**src/rtl/tlc_master_n.sv**
```systemverilog
`default_nettype none
// ----------------------------------------------------------------------------
// tlc_master_n : N-direction traffic-light master (priority + round-robin)
// Rev 1.0
// ----------------------------------------------------------------------------
module tlc_master_n #(
  parameter int NDIR     = 3,
  parameter int PRIO_DIR = 2,
  parameter int RST_DIR  = 0,
  parameter int TMIN     = 4,
  parameter int TEXP     = 12,
  parameter int DW       = (NDIR > 1) ? $clog2(NDIR) : 1,
  parameter int TW       = $clog2(TEXP + 1)
) (
  input  logic            clk,
  input  logic            rst,
  input  logic [NDIR-1:0] car,
  input  logic            ok,
  output logic [DW-1:0]   dir,
  output logic            sw,
  output logic            tmax
);

  logic [TW-1:0]   timer;
  logic [DW-1:0]   rr;
  logic [DW-1:0]   nxt;
  logic [NDIR-1:0] others;
  logic            other;
  logic            at_prio;

  assign tmax    = (timer == TW'(TEXP));
  assign others  = car & ~(NDIR'(1) << dir);
  assign other   = |others;
  assign at_prio = (dir == DW'(PRIO_DIR));

  // Scan downwards so the nearest requester after cur is the last one written.
  always_comb begin
    rr = dir;
    for (int k = NDIR - 1; k >= 1; k--) begin
      if (car[(int'(dir) + k) % NDIR]) rr = DW'((int'(dir) + k) % NDIR);
    end
  end

  always_comb begin
    nxt = dir;
    if (!at_prio && car[PRIO_DIR] && (timer >= TW'(TMIN))) begin
      nxt = DW'(PRIO_DIR);
    end else if (other && (!car[dir] || tmax)) begin
      nxt = rr;
    end
  end

  always_ff @(posedge clk) begin
    if (rst) begin
      dir   <= DW'(RST_DIR);
      timer <= '0;
      sw    <= 1'b0;
    end else begin
      sw <= 1'b0;
      if (ok && (nxt != dir)) begin
        dir   <= nxt;
        timer <= '0;
        sw    <= 1'b1;
      end else if (!tmax) begin
        timer <= timer + 1'b1;
      end
    end
  end

endmodule
`default_nettype wire

```
**config.mk**
```make
export PLATFORM = sky130hd
export DESIGN_NAME = tlc_master_n
export DESIGN_NICKNAME = d
export VERILOG_FILES = /design/src/rtl/tlc_master_n.sv
export SDC_FILE = /design/constraint.sdc
export NUM_CORES = 1
export LEC_CHECK = 0
export CORE_MARGIN = 8
export CORE_UTILIZATION = 50
export DETAILED_ROUTE_END_ITERATION = 7
export PLACE_DENSITY = 0.81
export SYNTH_ARGS = -nofsm -noshare
export SYNTH_HDL_FRONTEND = slang
export SYNTH_SLANG_ARGS = --single-unit
```
**constraint.sdc**
```tcl
create_clock -name clk -period 3.3 [get_ports clk]
set_input_delay 0.66 -clock clk [delete_from_list [all_inputs] [get_ports clk]]
set_output_delay 0.66 -clock clk [all_outputs]
set_load 0.01 [all_outputs]
```
==> results.ini <==
[run_status]
status=finished clean

[final_layout]
final.fill_count=135
final_cell_mix=clkdlybuf4s50_1 (9), inv_1 (7), dfxtp_1 (7)
regArea_um2=140
multi_input_area_um2=556
antenna_cells=0
final_core_util_pct=60.0
final_common_cell=clkdlybuf4s50_1
drive_gt1_share_pct=15.5
fin_nets=110
area_growth_pct=16.4

[synthesis]
syn_nets=99
synth_cells=87
synth_top_area_share_pct=18.7
yosysTopAreaCell=dfxtp_1
synth_edf_count=0
synthFlopType=dfxtp_1
synth_area_leaders=dfxtp_1 (19%), ha_1 (10%), o21ai_4 (4.3%), mux2i_1 (4.0%), a2111oi_4 (3.7%)
syn_area_per_cell_um2=8.61
yosysWarnings=0
ys_seq_area_share_pct=18.7
synth_area_um2=749
ys_ff_latch=7
synthArstFlopShare_pct=0
synth_cell_types=39

[clock_network]
root_buffer=clkbuf_4
clock-sinks=7
htree_levels=1
cts_hold_buffers=0
insertion_delay_ns=0.25
cts_buffers=3
cts_max_path_buffers=2
post_cts_resize_count=0
clk_pin_slew_ns=0.05
post_cts_buffers=0
cts_tree=built

[floorplan]
core_mm2=0.00145
ios=10
die_h_um=54.7
start_util_pct=51.5
die_area_mm2=0.00299
row_count=14
die_width_um=54.7

[worst_setup_path]
worstPathRequired_ns=3.42
path_class=flip-flop to flip-flop
ff2ff_setup_slack_ns=0.74
arrival_ns=2.68
startpoint_type=flip-flop
end_kind=flip-flop
cp_max_fo=9

[detailed_routing]
drtAntennaViolNets=0
finalWirelength_um=1710
detail_route.vias_per_cell=6.00
dr.pass1.iters=4
wl_per_cell_um=15.1
route.detailed.drc=0
drt-initial-drc-count=8
num_vias=678

[sta]
finClkSkew_ns=0.00590
slew_headroom_pct=67.7
hold_ws_ns=0.647
setup_viol_count_final=0
setup_slack_ns=0.739
timing.fmax_mhz=390
rsz0062_at_grt=no
tns_ns=0
fin_crit_sh_pct=77.6
slew_viol_final=0
worst_pin_slew_ns=0.483
timing.final.crit_period_ns=2.56
finalHoldViolCount=0

[place]
dp_slack_ns=0.703
place_congestion=0.948
dpl.hpwl_um=1300
port_buffers=9

[global_route]
grt_usage_pct=12.5
grt_pass1_vias=663
grt_pass1_wl_um=2790
grt_max_degree=12
antenna_found_initial=0
grt-ovfl-total=0

[pwr]
powerDensity_mw_per_mm2=371
leakagePower_nw=0.311
power_w=0.000323
ir_drop_mv=0.319

[run]
drv_cap=0

[min_path]
hp-class=flip-flop to flip-flop

## per-stage QoR
step / instance area, µm² / instances
final: 872 / 113
after global routing: 872 / 113
after floorplan: 749 / 87
after detailed placement: 846 / 109
after CTS: 872 / 113
after global placement: 846 / 109
## critical path, cell delays in order, from the launching register on
cell and delay [ns]:
dfxtp_1 0.62, inv_4 0.11, ha_1 0.50, a21bo_1 0.25, o22ai_1 0.19, a21oi_1 0.17
a2111oi_4 0.49, nor4_1 0.09
## power breakdown
group	internal, W	switching [W]	total, W
Clock	0.0000461	0.0000315	0.0000777
Combinational	0.0000621	0.0000770	0.000139
Sequential	0.0000937	0.0000127	0.000106
Total	0.000202	0.000121	0.000323
## cell usage after synthesis (2+ instances only)
cell	n
inv_1	7
a31oi_1	2
dfxtp_1	7
nor3_1	2
mux2i_1	3
nand2_1	5
xnor2_1	2
ha_1	6
o21ai_0	5
buf_2	2
nor2b_1	2
nand2b_1	2
nor4_1	3
nand3_1	5
a21oi_1	5
o21ai_4	2
nor2_1	5
## final timing paths
path,cells after the start,endpoint,startpoint
setup reg to reg,7,timer[3]$_SDFFE_PP0N_,dir[1]$_SDFFE_PP0P_
hold / removal,3,timer[0]$_SDFFE_PP0N_,timer[0]$_SDFFE_PP0N_
setup / recovery,7,timer[3]$_SDFFE_PP0N_,dir[1]$_SDFFE_PP0P_
hold reg to reg,3,timer[0]$_SDFFE_PP0N_,timer[0]$_SDFFE_PP0N_
## flip-flops by register name, indices dropped and copies added, names as in the netlist
signal / flops
sw: 1
timer: 4
dir: 2
## routing by layer
layer  wire [µm]  up-vias  GRT usage [%]
met2         806       20           20.8
li1            -      338              -
met1         797      316           14.6
met3          76        4           3.26
met4          29        0           5.74
met5           0        -              0
## cells by family (layout without fill, tap and decap cells)
logic type	count (synthesis)	in the layout	synth area share, %
AO/OA/AOI/OAI	28	28	37.6
AND/OR/NAND/NOR	28	28	20.2
buffers and inverters	13	23	7.18
flip-flops	7	7	18.7
adder cells (fa/ha/maj)	6	6	10.0
multiplexers	3	3	4.01
XOR/XNOR	2	2	2.34
## cell type report
| class | count | share of cell area, % |
|---|---|---|
| clock buffer | 4 | 3.01 |
| inverter | 10 | 4.59 |
| multi-input combinational | 67 | 63.7 |
| sequential | 7 | 16.1 |
| tap | 16 | 2.30 |
| timing repair buffer | 9 | 10.3 |
No activity file was read; power rests on OpenSTA's default activity.
